## config.mk

```make
export PLATFORM = sky130hd
export DESIGN_NAME = jtframe_frame_track
export DESIGN_NICKNAME = d
export VERILOG_FILES = /design/src/rtl/jtframe_frame_track.sv
export SDC_FILE = /design/constraint.sdc
export NUM_CORES = 1
export LEC_CHECK = 0
export CORE_MARGIN = 5
export CORE_UTILIZATION = 39
export DETAILED_ROUTE_END_ITERATION = 7
export GPL_ROUTABILITY_DRIVEN = 0
export SLEW_MARGIN = 40
export SYNTH_ARGS = -nofsm -noshare
export SYNTH_HDL_FRONTEND = slang
export SYNTH_SLANG_ARGS = --single-unit
```

## constraint.sdc

```tcl
create_clock -name clk -period 6.5 [get_ports clk]
set_input_delay 1.95 -clock clk [delete_from_list [all_inputs] [get_ports clk]]
set_output_delay 1.95 -clock clk [all_outputs]
set_load 0.01 [all_outputs]
```

## src/rtl/jtframe_frame_track.sv

```systemverilog
// Frame/line tracker for sim harnesses: frame counter, dump-window FSM and stalled-vsync watchdog.
// Define FRAME_TRACK_LOG_EN to compile in per-frame/timeout/dump $display logging (behaviour unchanged).
module jtframe_frame_track #(
  parameter int CNTW  = 32,
  parameter int LINEW = 12,
  parameter int TOUT  = 2000000
) (
  input  logic             clk,
  input  logic             rst_n,
  input  logic             vs,
  input  logic             hs,
  input  logic             dwnld,
  input  logic [CNTW-1:0]  dump_start,
  input  logic [CNTW-1:0]  dump_len,
  output logic [CNTW-1:0]  frame_cnt,
  output logic             frame_pls,
  output logic [LINEW-1:0] line_cnt,
  output logic [LINEW-1:0] last_lines,
  output logic             dump_win,
  output logic             vs_tout
);

  localparam int WDW = $clog2(TOUT + 1);

  typedef enum logic [1:0] {IDLE, ARMED, DUMP, DONE} state_t;

  state_t           state_reg, state_next;
  logic [CNTW-1:0]  remain_reg, remain_next;
  logic [CNTW-1:0]  frame_cnt_reg, frame_inc;
  logic [LINEW-1:0] line_cnt_reg, last_lines_reg;
  logic [WDW-1:0]   wd_cnt_reg;
  logic             frame_pls_reg, vs_tout_reg, dwnld_reg;
  logic [1:0]       sync_in, sync_fall;
  logic [2:0]       sync_reg [2];

  assign sync_in = {hs, vs};

  // Two synchroniser flops plus one history flop per sync; index 0 is vs, 1 is hs.
  generate
    for (genvar gi = 0; gi < 2; gi++) begin : g_sync
      always_ff @(posedge clk) begin
        if (!rst_n) sync_reg[gi] <= 3'b000;
        else        sync_reg[gi] <= {sync_reg[gi][1:0], sync_in[gi]};
      end
      assign sync_fall[gi] = sync_reg[gi][2] & ~sync_reg[gi][1];
    end
  endgenerate

  logic frame_evt, line_evt;
  assign frame_evt = sync_fall[0];
  assign line_evt  = sync_fall[1];
  assign frame_inc = frame_cnt_reg + 1'b1;

  always_ff @(posedge clk) begin
    if (!rst_n) begin
      dwnld_reg      <= 1'b0;
      frame_pls_reg  <= 1'b0;
      frame_cnt_reg  <= '0;
      line_cnt_reg   <= '0;
      last_lines_reg <= '0;
      wd_cnt_reg     <= '0;
      vs_tout_reg    <= 1'b0;
      state_reg      <= IDLE;
      remain_reg     <= '0;
    end else begin
      dwnld_reg     <= dwnld;
      frame_pls_reg <= frame_evt;
      state_reg     <= state_next;
      remain_reg    <= remain_next;

      if (dwnld || dwnld_reg) frame_cnt_reg <= '0;
      else if (frame_evt)     frame_cnt_reg <= frame_inc;

      // A line edge landing on the frame edge is the first line of the new frame.
      if (frame_evt) begin
        last_lines_reg <= line_cnt_reg;
        line_cnt_reg   <= {{(LINEW-1){1'b0}}, line_evt};
      end else if (line_evt && line_cnt_reg != {LINEW{1'b1}}) begin
        line_cnt_reg <= line_cnt_reg + 1'b1;
      end

      if (frame_evt || dwnld) begin
        wd_cnt_reg <= '0;
      end else if (wd_cnt_reg != WDW'(TOUT)) begin
        wd_cnt_reg <= wd_cnt_reg + 1'b1;
      end

      if (frame_evt)                              vs_tout_reg <= 1'b0;
      else if (!dwnld && wd_cnt_reg == WDW'(TOUT - 1)) vs_tout_reg <= 1'b1;
    end
  end

  always_comb begin
    state_next  = state_reg;
    remain_next = remain_reg;
    case (state_reg)
      IDLE:  state_next = ARMED;
      ARMED: begin
        if (dump_start == '0 || (frame_evt && frame_inc == dump_start)) begin
          state_next  = DUMP;
          remain_next = dump_len;
        end
      end
      DUMP: begin
        // A loaded length of zero never counts down, so the window stays open.
        if (frame_evt && remain_reg != '0) begin
          remain_next = remain_reg - 1'b1;
          if (remain_reg == {{(CNTW-1){1'b0}}, 1'b1}) state_next = DONE;
        end
      end
      default: state_next = state_reg;
    endcase
    if (dwnld) state_next = IDLE;
  end

  assign frame_cnt  = frame_cnt_reg;
  assign frame_pls  = frame_pls_reg;
  assign line_cnt   = line_cnt_reg;
  assign last_lines = last_lines_reg;
  assign dump_win   = (state_reg == DUMP);
  assign vs_tout    = vs_tout_reg;

`ifdef FRAME_TRACK_LOG_EN
  logic tout_prev_reg, win_prev_reg;
  always_ff @(posedge clk) begin
    if (!rst_n) begin
      tout_prev_reg <= 1'b0;
      win_prev_reg  <= 1'b0;
    end else begin
      tout_prev_reg <= vs_tout_reg;
      win_prev_reg  <= dump_win;
      if (frame_pls_reg) $display("frame %0d lines %0d", frame_cnt_reg, last_lines_reg);
      if (vs_tout_reg && !tout_prev_reg) $display("VS timeout at frame %0d", frame_cnt_reg);
      if (dump_win && !win_prev_reg) $display("dump start at frame %0d", frame_cnt_reg);
      if (!dump_win && win_prev_reg) $display("dump end at frame %0d", frame_cnt_reg);
    end
  end
`endif

endmodule
```

## Word-level counts from Yosys, hierarchy flattened

Memory sizes are Yosys's and may differ from the RTL's.
Index checks and enable logic that the tools add are counted.

| word-level totals | value |
|---|---|
| register bits after elaboration | 114 |
| memory bits (writable) | 6 |
| input port bits | 69 |
| output and inout bits | 59 |
| memories | 1 |

Memory list:

| memory | words | bits a word | read ports | clocked after Yosys merged registers in | write ports | line | text |
|---|---|---|---|---|---|---|---|
| sync_reg | 2 | 3 | 2 | 0 | 2 | 34 | `logic [2:0] sync_reg [2];` |

| cells by class | value |
|---|---|
| add/sub/neg operators | 4 |
| equal/unequal tests | 10 |
| muxes and demuxes | 13 |
| bitwise logic cells | 7 |
| reduce and logical (&&, ||, !) cells | 20 |

Operators with widths:

| operator | count |
|---|---|
| $mux W32 | 2 |
| $pmux W32 S2 | 1 |
| $add A32 B1 Y32 const B | 1 |
| $eq A32 B1 Y1 const B | 1 |
| $eq A32 B32 Y1 | 1 |
| $logic_not A32 Y1 | 1 |
| $reduce_bool A32 Y1 | 1 |
| $sub A32 B1 Y32 const B | 1 |
| $add A21 B1 Y21 const B | 1 |
| $eq A21 B21 Y1 const B | 1 |
| $ne A21 B21 Y1 const B | 1 |
| $add A12 B1 Y12 const B | 1 |
| $ne A12 B12 Y1 const B | 1 |
| $reduce_or A2 Y1 | 4 |
| $mux W2 | 3 |
| $mux W3 | 2 |
| $pmux W2 S3 | 1 |
| $logic_and A1 B1 Y1 | 4 |
| $mux W1 | 4 |
| $ne A2 B1 Y1 const B | 2 |
| $reduce_and A4 Y1 | 1 |
| $reduce_bool A2 Y1 | 2 |
| $logic_or A1 B1 Y1 | 3 |
| $not A1 Y1 | 3 |
| other kinds (9) | 11 |

## Longest topological paths before layout

Gate-level depths: netlist of the first run.
An unclocked memory read counts as a cell.

| depth | value |
|---|---|
| depth after elaboration | 7 |
| mapped depth | 11 |
| mapped depth without buffers | 9 |

## Least setup slack after synthesis of the first run

No wires, ideal clock.

| path | value |
|---|---|
| path type | input port to flip-flop |
| from | input port dump_start[29] |
| to | register remain_reg[11] |
| setup time | 0.132 ns |
| arrival | 4.273 ns |
| required time | 6.368 ns |
| slack | 2.095 ns |
| stages | 10 |
| cell sequence | xnor2_1 > and3_1 > a2111o_1 > a21o_1 > or4_4 > o41a_1 > buf_2 > buf_2 > o31ai_1 > a21oi_1 |

| between the ends | value |
|---|---|
| cells in the longest elaborated chain, start to end | 5 |
| elaborated cells between the ends (all ways) | 6 |

Ends and longest elaborated chain:

| what | line | text |
|---|---|---|
| start: declaration | 13 | `input logic [CNTW-1:0] dump_start,` |
| $eq A32 B32 Y1 | 99 | `if (dump_start == '0 \|\| (frame_evt && frame_inc == dump_start)) begin` |
| $logic_and A1 B1 Y1 | 99 |  |
| $logic_or A1 B1 Y1 (*) | 99 |  |
| $ne A2 B2 Y1 (no line) (*) | - |  |
| $reduce_and A3 Y1 (no line) (*) | - |  |
| end signal: assignment | 69 | `remain_reg <= remain_next;` |
| end: declaration | 28 | `logic [CNTW-1:0] remain_reg, remain_next;` |

Mark *: on every way between the ends. The rest lies on a longest branch, timed or not.
A chain may end at the register's enable or synchronous reset.

## Worst setup path after layout of the first run

| path | value |
|---|---|
| from | input port dump_start[29] |
| to | register remain_reg[5] |

Same word-level chain as after synthesis.

==> results.sh, run 1 <==
export IMPL_area_growth_pct=28.6
export IMPL_diodes=0
export IMPL_rsz0062_at_grt="false"
export IMPL_design_area_um2=9130
export IMPL_first_global_vias=6415
export IMPL_reg2reg_from="frame_cnt[0]$_SDFFE_PP0P_"
export IMPL_r2r_end="remain_reg[5]$_SDFFE_PN0P_"
export IMPL_setup_tns_final_ns=0
export IMPL_synth_seq_cells=120
export IMPL_synthDistinctLibCells=76
export IMPL_path_clk_slew_ns=0.05
export IMPL_holdCritStartpoint="sync_reg[0][0]$_SDFF_PN0_"
export IMPL_setup_worst_path_end_class="flop"
export IMPL_status="finished clean"
export IMPL_crit_path_start_kind="primary input"
export IMPL_timing_fmax_ghz=0.217
export IMPL_hold_class="flop to flop"
export IMPL_cts_repair_resized=0
export IMPL_syn_area_um2=7100
export IMPL_drtPass1Iterations=5
export IMPL_nFillCells=1760
export IMPL_final_period_utilization=0.711
export IMPL_skew_ns=0.00898
export IMPL_placed_cells=1203
export IMPL_rrSetupSlack_ns=2.75
export IMPL_clockRootBuffer="clkbuf_16"
export IMPL_crit_fanout=29
export IMPL_cp_arrival_ns=4.97
export IMPL_htree_levels=4
export IMPL_ant_nets=0
export IMPL_cts_buffers=17
export IMPL_cp_data_required_time_ns=6.85
export IMPL_final_hold_viol_count=0
export IMPL_place_area_um2=8490
export IMPL_cts_setup_buffers=0
export IMPL_worst_slew_pin_slew_ns=0.757
export IMPL_grt_use_total=0.198
export IMPL_dieArea_um2=21000
export IMPL_hold_slack_ns=0.430
export IMPL_synth_edf_count=0
export IMPL_vias=6845
export IMPL_ctsHoldBuffers=0
export IMPL_yosysMostFrequentCell="dfxtp_1"
export IMPL_syn_nets=968
export IMPL_hold_depth=1
export IMPL_vias_per_cell=5.54
export IMPL_route_detailed_drc=0
export IMPL_synth_cells=890
export IMPL_finalNonFillerCells=1235
export IMPL_slew_limit_headroom=0.496
export IMPL_yosysSeqAreaShare=0.339
export IMPL_p_leak_uw=0.00305
export IMPL_synthArstFlopShare=0
export IMPL_wl_per_cell_um=16.7
export IMPL_syn_area_per_cell_um2=7.97
export IMPL_synth_area_leaders="dfxtp_1, xnor2_1, nor2_1"
export IMPL_die_h_um=145
export IMPL_synth_top_area_share=0.339
export IMPL_ioPinCount=128
export IMPL_rows=49
export IMPL_grt_overflow_total=0
export IMPL_pre_cts_slack_ns=1.45
export IMPL_drt_wl_total_um=20600
export IMPL_power_per_cell_area_nw_per_um2=226
export IMPL_numClockSinks=120
export IMPL_start_util=0.395
export IMPL_dp_hpwl_um=14600
export IMPL_drt_iter0_markers=345
export IMPL_insertion_delay_ns=0.42
export IMPL_layout_setup_ws_ns=1.88
export IMPL_cts_max_path_buffers=2
export IMPL_port_buffers=127
export IMPL_synthFlopType="dfxtp_1"
export IMPL_critPathKind="primary input to flop"
export IMPL_fin_nets=1071
export IMPL_yosysWarnings=0
export IMPL_drive_gt1_frac=0.0746
export IMPL_period_minus_slack_ns=4.62
export IMPL_maxCapViolations=0
export IMPL_ff2ff_path_depth=10
export IMPL_antenna_found_initial=0
export IMPL_ir_drop_v=0.000195
export IMPL_grt_pass1_wl_um=33400
export IMPL_die_w_um=145
export IMPL_synth_top_area_cell="dfxtp_1"
export IMPL_drv_slew=0
export IMPL_grt_max_degree=48
export IMPL_cts_tree="built"
export IMPL_hold_end="sync_reg[0][1]$_SDFF_PN0_"
export IMPL_netlist_top_cells_count="dfxtp_1, nor2_1, nand2_1"
export IMPL_coreArea_um2=18000
export IMPL_setup_viol=0
==> worst max-delay path, cell delays in order <==
cell	delay [ns]
clkdlybuf4s50_1	0.45
xnor2_1	0.16
and3_1	0.19
a2111o_1	0.39
a21o_1	0.18
or4_4	0.44
o41a_1	0.42
buf_4	0.25
or3_1	0.38
a21oi_1	0.14
==> layout by cell type, fill, tap and decap left out, types with 8 or more instances in the layout <==
master           count
clkdlybuf4s50_1    127
dfxtp_1            120
nor2_1             104
nand2_1             81
xnor2_1             56
a21oi_1             56
nand3_1             41
nor3_1              41
xor2_1              39
nor4_1              26
o21ai_0             22
nand4_1             20
inv_1               19
clkbuf_16           17
o21ai_1             16
and3_1              14
or3_1               11
mux2i_1             10
a31oi_1             10
buf_4               10
and2_1               9
o31ai_1              9
ha_1                 9
o21a_1               8
o311ai_0             8
==> layer usage <==
metal  GRT usage  vias up  wire [um]
met3      0.0477       40       1320
li1            -     3428          -
met4      0.0673        0        431
met2       0.307      188       9280
met1       0.272     3189       9550
met5           0        -          0
==> worst max-delay path by stage <==
stage	startpoint	endpoint	slack (ns)	depth (start not counted)
after floorplan	dump_start[29]	remain_reg[11]$_SDFFE_PN0P_	2.10	10
after global placement	dump_start[29]	remain_reg[5]$_SDFFE_PN0P_	1.50	10
after detailed placement	dump_start[29]	remain_reg[29]$_SDFFE_PN0P_	1.45	10
after CTS	dump_start[29]	remain_reg[29]$_SDFFE_PN0P_	1.89	10
after global routing	dump_start[17]	remain_reg[25]$_SDFFE_PN0P_	1.61	10
final	dump_start[29]	remain_reg[5]$_SDFFE_PN0P_	1.88	10
==> report_power, final <==
group          total [uW]  internal (uW)  leakage, uW  switching (uW)
logic                 313            122      0.00177             191
registers             771            754     0.000971            17.4
clock network         982            626     0.000307             356
total                2070           1500      0.00305             564
==> area by class of cell <==
class	instances	area, um^2	share of cell area
multi-input combinational	696	4390	0.481
sequential	120	2400	0.263
timing repair buffer	137	1350	0.148
clock buffer	19	453	0.0496
tap	229	287	0.0314
clock inverter	13	170	0.0186
inverter	21	78.8	0.00864
==> metrics by stage <==
step / power [uW] / util
3_3_place_gp: 1100 / 0.473
4_1_cts: 2090 / 0.507
2_1_floorplan: 979 / -
5_1_grt: 2160 / 0.508
3_5_place_dp: 1100 / 0.473
6_report: 2070 / 0.508
==> logic make-up after synthesis <==
family | count (synthesis) | synth area share
AO/OA/AOI/OAI | 181 | 0.170
XOR/XNOR | 96 | 0.120
AND/OR/NAND/NOR | 395 | 0.288
multiplexers | 15 | 0.0219
buffers and inverters | 74 | 0.0453
adder cells (fa/ha/maj) | 9 | 0.0159
flip-flops | 120 | 0.339
Note: power is estimated with default switching activity, not from simulation.
==> run 2: changes to the inputs <==
==> constraint.sdc (replaced) <==
create_clock -name clk -period 4.2 [get_ports clk]
set_input_delay 1.26 -clock clk [delete_from_list [all_inputs] [get_ports clk]]
set_output_delay 1.26 -clock clk [all_outputs]
set_load 0.01 [all_outputs]
==> run 2 against run 1 <==
Register-to-register slack lost 2.2 ns. Clock skew is essentially flat. Die area did not move. Via count up 0.25%. Combinational power rose by 60%. Clock power grew 48%. Setup slack lost 1.6 ns. Final cell count grew 0.89%. Routed wire length about the same. Final area up 0.80%. Critical endpoint is now remain_reg[2]$_SDFFE_PN0P_. Largest power group unchanged.
==> results.sh, run 2 (synthesis results as in run 1) <==
export IMPL_status="finished clean"
export IMPL_fin_nets=1082
export IMPL_maxCapViolations=0
export IMPL_gr_usage_met3=0.0453
export IMPL_grt_overflow_total=0
export IMPL_cts_setup_buffers=0
export IMPL_coreArea_um2=18000
export IMPL_rsz0062_at_grt="false"
export IMPL_grt_pass1_wl_um=33400
export IMPL_grt_use_total=0.198
export IMPL_drv_slew=0
export IMPL_setup_viol=0
export IMPL_insertion_delay_ns=0.42
export IMPL_port_buffers=127
export IMPL_dieArea_um2=21000
export IMPL_ioPinCount=128
export IMPL_placed_cells=1214
export IMPL_grtUsageMet2=0.308
export IMPL_crit_fanout=18
export IMPL_top_usage_layer="met2"
export IMPL_drt_iter0_markers=361
export IMPL_vias_per_cell=5.51
export IMPL_finalNonFillerCells=1246
export IMPL_grt_use_met1=0.270
export IMPL_final_period_utilization=0.934
export IMPL_setup_worst_path_end_class="flop"
export IMPL_antenna_found_initial=0
export IMPL_drive_gt1_frac=0.0846
export IMPL_crit_path_start_kind="primary input"
export IMPL_post_route_util=0.512
export IMPL_final_cell_mix="clkdlybuf4s50_1, dfxtp_1, nor2_1"
export IMPL_critPathKind="primary input to flop"
export IMPL_power_per_cell_area_nw_per_um2=342
export IMPL_slew_limit_headroom=0.477
export IMPL_final_common_cell="clkdlybuf4s50_1"
export IMPL_nFillCells=1742
export IMPL_worst_slew_pin_slew_ns=0.777
export IMPL_wl_per_cell_um=16.5
export IMPL_dp_hpwl_um=14600
export IMPL_period_minus_slack_ns=3.92
export IMPL_hold_class="flop to flop"
export IMPL_ant_nets=0
export IMPL_cp_data_required_time_ns=4.55
export IMPL_diodes=0
export IMPL_timing_fmax_ghz=0.255
export IMPL_final_hold_viol_count=0
export IMPL_grt_max_degree=33
export IMPL_p_leak_uw=0.00308
export IMPL_drtPass1Iterations=5
export IMPL_ir_drop_v=0.000298
export IMPL_cts_max_path_buffers=2
export IMPL_first_global_vias=6439
export IMPL_path_clk_slew_ns=0.06
export IMPL_cts_repair_resized=0
export IMPL_area_growth_pct=29.6
export IMPL_htree_levels=4
export IMPL_cp_arrival_ns=4.27
export IMPL_route_detailed_drc=0
export IMPL_die_h_um=145
export IMPL_cts_tree="built"
export IMPL_rows=49
export IMPL_die_w_um=145
export IMPL_cts_buffers=17
export IMPL_vias=6862
export IMPL_drt_wl_total_um=20600
export IMPL_skew_ns=0.00932
export IMPL_start_util=0.395
export IMPL_ctsHoldBuffers=0
export IMPL_clockRootBuffer="clkbuf_16"
export IMPL_numClockSinks=120
[run 2: worst paths after layout]
| kind | from | endpoint | slack [ns] | cells past startpoint |
|---|---|---|---|---|
| max | dump_start[29] | remain_reg[2]$_SDFFE_PN0P_ | 0.28 | 11 |
| min reg2reg | sync_reg[1][0]$_SDFF_PN0_ | sync_reg[1][1]$_SDFF_PN0_ | 0.43 | 1 |
| max reg2reg | frame_cnt[0]$_SDFFE_PP0P_ | remain_reg[2]$_SDFFE_PN0P_ | 0.56 | 11 |
| min | sync_reg[1][0]$_SDFF_PN0_ | sync_reg[1][1]$_SDFF_PN0_ | 0.43 | 1 |
[run 2: per-stage QoR]
stage / power [uW] / TNS, ns / hold WS (ns) / setup WS [ns] / area, um^2
final: 3150 / 0 / 0.432 / 0.276 / 9200
after floorplan: 1520 / 0 / 0.412 / 0.485 / 7100
after global placement: 1710 / -1.50 / 0.415 / -0.117 / 8600
after global routing: 3280 / 0 / 0.445 / 0.139 / 9200
after detailed placement: 1710 / -2.06 / 0.419 / -0.144 / 8600
after CTS: 3170 / 0 / 0.434 / 0.272 / 9190
[run 2: final cells by class]
cell class / count / area (um^2) / area share
Clock buffer: 18 / 439 / 0.0477
Clock inverter: 14 / 149 / 0.0162
Inverter: 21 / 78.8 / 0.00857
Multi-Input combinational cell: 696 / 4390 / 0.477
Sequential cell: 120 / 2400 / 0.261
Tap cell: 229 / 287 / 0.0312
Timing Repair Buffer: 148 / 1450 / 0.158
[run 2: where the power goes]
group / total (uW) / switching, uW / internal, uW
clock network: 1450 / 562 / 892
logic: 500 / 298 / 202
registers: 1190 / 26.2 / 1170
[run 2: layer usage]
metal / vias up / part of all wire
li1: 3429 / -
met1: 3212 / 0.47
met2: 191 / 0.44
met3: 30 / 0.062
met4: 0 / 0.020
met5: - / 0
[run 2: worst max-delay path, cell delays in order]
cell and delay [ns]:
clkdlybuf4s50_1 0.45, xnor2_1 0.16, and3_1 0.19, a2111o_1 0.40, a21o_1 0.18, or4_4 0.43, buf_4 0.16, o41ai_4 0.40
buf_12 0.20, nand3_4 0.22, o22ai_2 0.23
==> run 3: changes to the inputs <==
--- a/config.mk
+++ b/config.mk
@@ -6,9 +6,11 @@
 export NUM_CORES = 1
 export LEC_CHECK = 0
 export CORE_MARGIN = 5
-export CORE_UTILIZATION = 39
+export CORE_UTILIZATION = 48
 export DETAILED_ROUTE_END_ITERATION = 7
 export GPL_ROUTABILITY_DRIVEN = 0
+export MAX_ROUTING_LAYER = met4
+export PLACE_DENSITY = 0.77
 export SLEW_MARGIN = 40
 export SYNTH_ARGS = -nofsm -noshare
 export SYNTH_HDL_FRONTEND = slang
==> run 3 against run 2 <==
Setup slack improved by 0.063 ns. Critical path depth fell by 1. Sequential share of layout area is essentially flat. Flip-flop and latch count unchanged. Sequential power barely moved. Largest power group unchanged.
==> results.sh, run 3 (synthesis results as in run 1) <==
export IMPL_insertion_delay_ns=0.42
export IMPL_ioPinCount=128
export IMPL_fin_nets=1077
export IMPL_final_period_utilization=0.919
export IMPL_nFillCells=1260
export IMPL_rsz0062_at_grt="false"
export IMPL_die_h_um=132
export IMPL_p_sw_frac=0.260
export IMPL_period_minus_slack_ns=3.86
export IMPL_clockRootBuffer="clkbuf_16"
export IMPL_p_leak_uw=0.00309
export IMPL_cp_arrival_ns=4.15
export IMPL_post_route_util=0.633
export IMPL_cts_max_path_buffers=2
export IMPL_grt_pass1_wl_um=32700
export IMPL_skew_ns=0.0137
export IMPL_port_buffers=127
export IMPL_cts_setup_buffers=0
export IMPL_hold_slack_ns=0.433
export IMPL_final_common_cell="clkdlybuf4s50_1"
export IMPL_slew_limit_headroom=0.523
export IMPL_cp_data_required_time_ns=4.49
export IMPL_status="finished clean"
export IMPL_drv_slew=0
export IMPL_wl_per_cell_um=16.6
export IMPL_power_switching_uw=871
export IMPL_crit_start="dump_start[29]"
export IMPL_cts_buffers=17
export IMPL_grt_overflow_total=0
export IMPL_path_clk_slew_ns=0.06
export IMPL_htree_levels=4
export IMPL_diodes=0
export IMPL_maxCapViolations=0
export IMPL_holdCritStartpoint="sync_reg[1][0]$_SDFF_PN0_"
export IMPL_ant_nets=0
export IMPL_power_per_cell_area_nw_per_um2=364
export IMPL_grt_use_total=0.229
export IMPL_drt_wl_total_um=19800
export IMPL_numClockSinks=120
export IMPL_cts_tree="built"
export IMPL_p_seq_frac=0.356
export IMPL_power_frac_comb=0.147
export IMPL_worst_slew_pin_slew_ns=0.711
export IMPL_antenna_found_initial=0
export IMPL_area_growth_pct=29.6
export IMPL_setup_viol=0
export IMPL_coreArea_um2=14500
export IMPL_vias=6941
export IMPL_clock_power_share=0.497
export IMPL_first_global_vias=6623
export IMPL_critPathKind="primary input to flop"
export IMPL_internal_power_uw=2480
export IMPL_setup_worst_path_end_class="flop"
export IMPL_die_w_um=132
export IMPL_drive_gt1_frac=0.0820
export IMPL_crit_path_start_kind="primary input"
export IMPL_final_cell_mix="clkdlybuf4s50_1, dfxtp_1, nor2_1"
export IMPL_rows=44
export IMPL_start_util=0.488
export IMPL_ctsHoldBuffers=0
export IMPL_ir_drop_v=0.000270
export IMPL_route_detailed_drc=0
export IMPL_final_hold_viol_count=0
export IMPL_drt_iter0_markers=694
export IMPL_dp_hpwl_um=13900
export IMPL_hold_class="flop to flop"
export IMPL_cts_repair_resized=0
export IMPL_reg2reg_from="frame_cnt[0]$_SDFFE_PP0P_"
export IMPL_drtPass1Iterations=6
export IMPL_crit_fanout=29
export IMPL_dieArea_um2=17300
export IMPL_timing_fmax_ghz=0.259
export IMPL_grt_max_degree=33
export IMPL_vias_per_cell=5.80
run 3: per-stage QoR:
step	setup slack [ns]	area, um^2	power, uW	TNS (ns)	instances
5_1_grt	0.192	9200	3490	0	1196
6_report	0.338	9200	3350	0	1196
4_1_cts	0.369	9190	3370	0	1196
3_5_place_dp	-0.0655	8510	1700	-0.304	1164
3_3_place_gp	-0.0469	8510	1700	-0.101	1164
2_1_floorplan	0.485	7100	1520	0	890
run 3: path summary, 6_finish.rpt:
check / endpoint / slack [ns] / cells past startpoint
setup reg to reg: remain_reg[27]$_SDFFE_PN0P_ / 0.60 / 10
hold reg to reg: sync_reg[1][1]$_SDFF_PN0_ / 0.43 / 1
hold / removal: sync_reg[1][1]$_SDFF_PN0_ / 0.43 / 1
setup / recovery: remain_reg[27]$_SDFFE_PN0P_ / 0.34 / 10
run 3: worst max-delay path, cell delays in order:
cell	delay, ns
clkdlybuf4s50_1	0.43
xnor2_1	0.15
and3_1	0.19
a2111o_1	0.39
a21o_1	0.18
or4_4	0.44
o41a_1	0.46
buf_12	0.19
o311ai_0	0.33
o21ai_1	0.11
run 3: final cells by class:
class                   instances  area, um^2  share of cell area
inverters                      21        78.8             0.00857
multi-input cells             696        4390               0.478
clock buffers                  17         425              0.0463
flip-flops and latches        120        2400               0.261
repair buffers                143        1420               0.154
clock inverters                15         251              0.0273
well taps                     184         230              0.0250
run 3: power by group through the flow:
stage	clock [uW]	combinational, uW	sequential (uW)
finish	1670	491	1190
global route	1750	540	1200
CTS	1690	488	1190
detailed placement	0	484	1220
global placement	0	481	1220
floorplan	0	306	1210
run 3: per-layer routing:
metal / vias to the layer above / GRT usage / part of all wire / routed length [um]
met5: - / - / 0 / 0
met4: 0 / 0.0754 / 0.021 / 422
met3: 39 / 0.0516 / 0.059 / 1170
met2: 232 / 0.358 / 0.47 / 9240
met1: 3245 / 0.295 / 0.45 / 8960
li1: 3425 / - / - / -
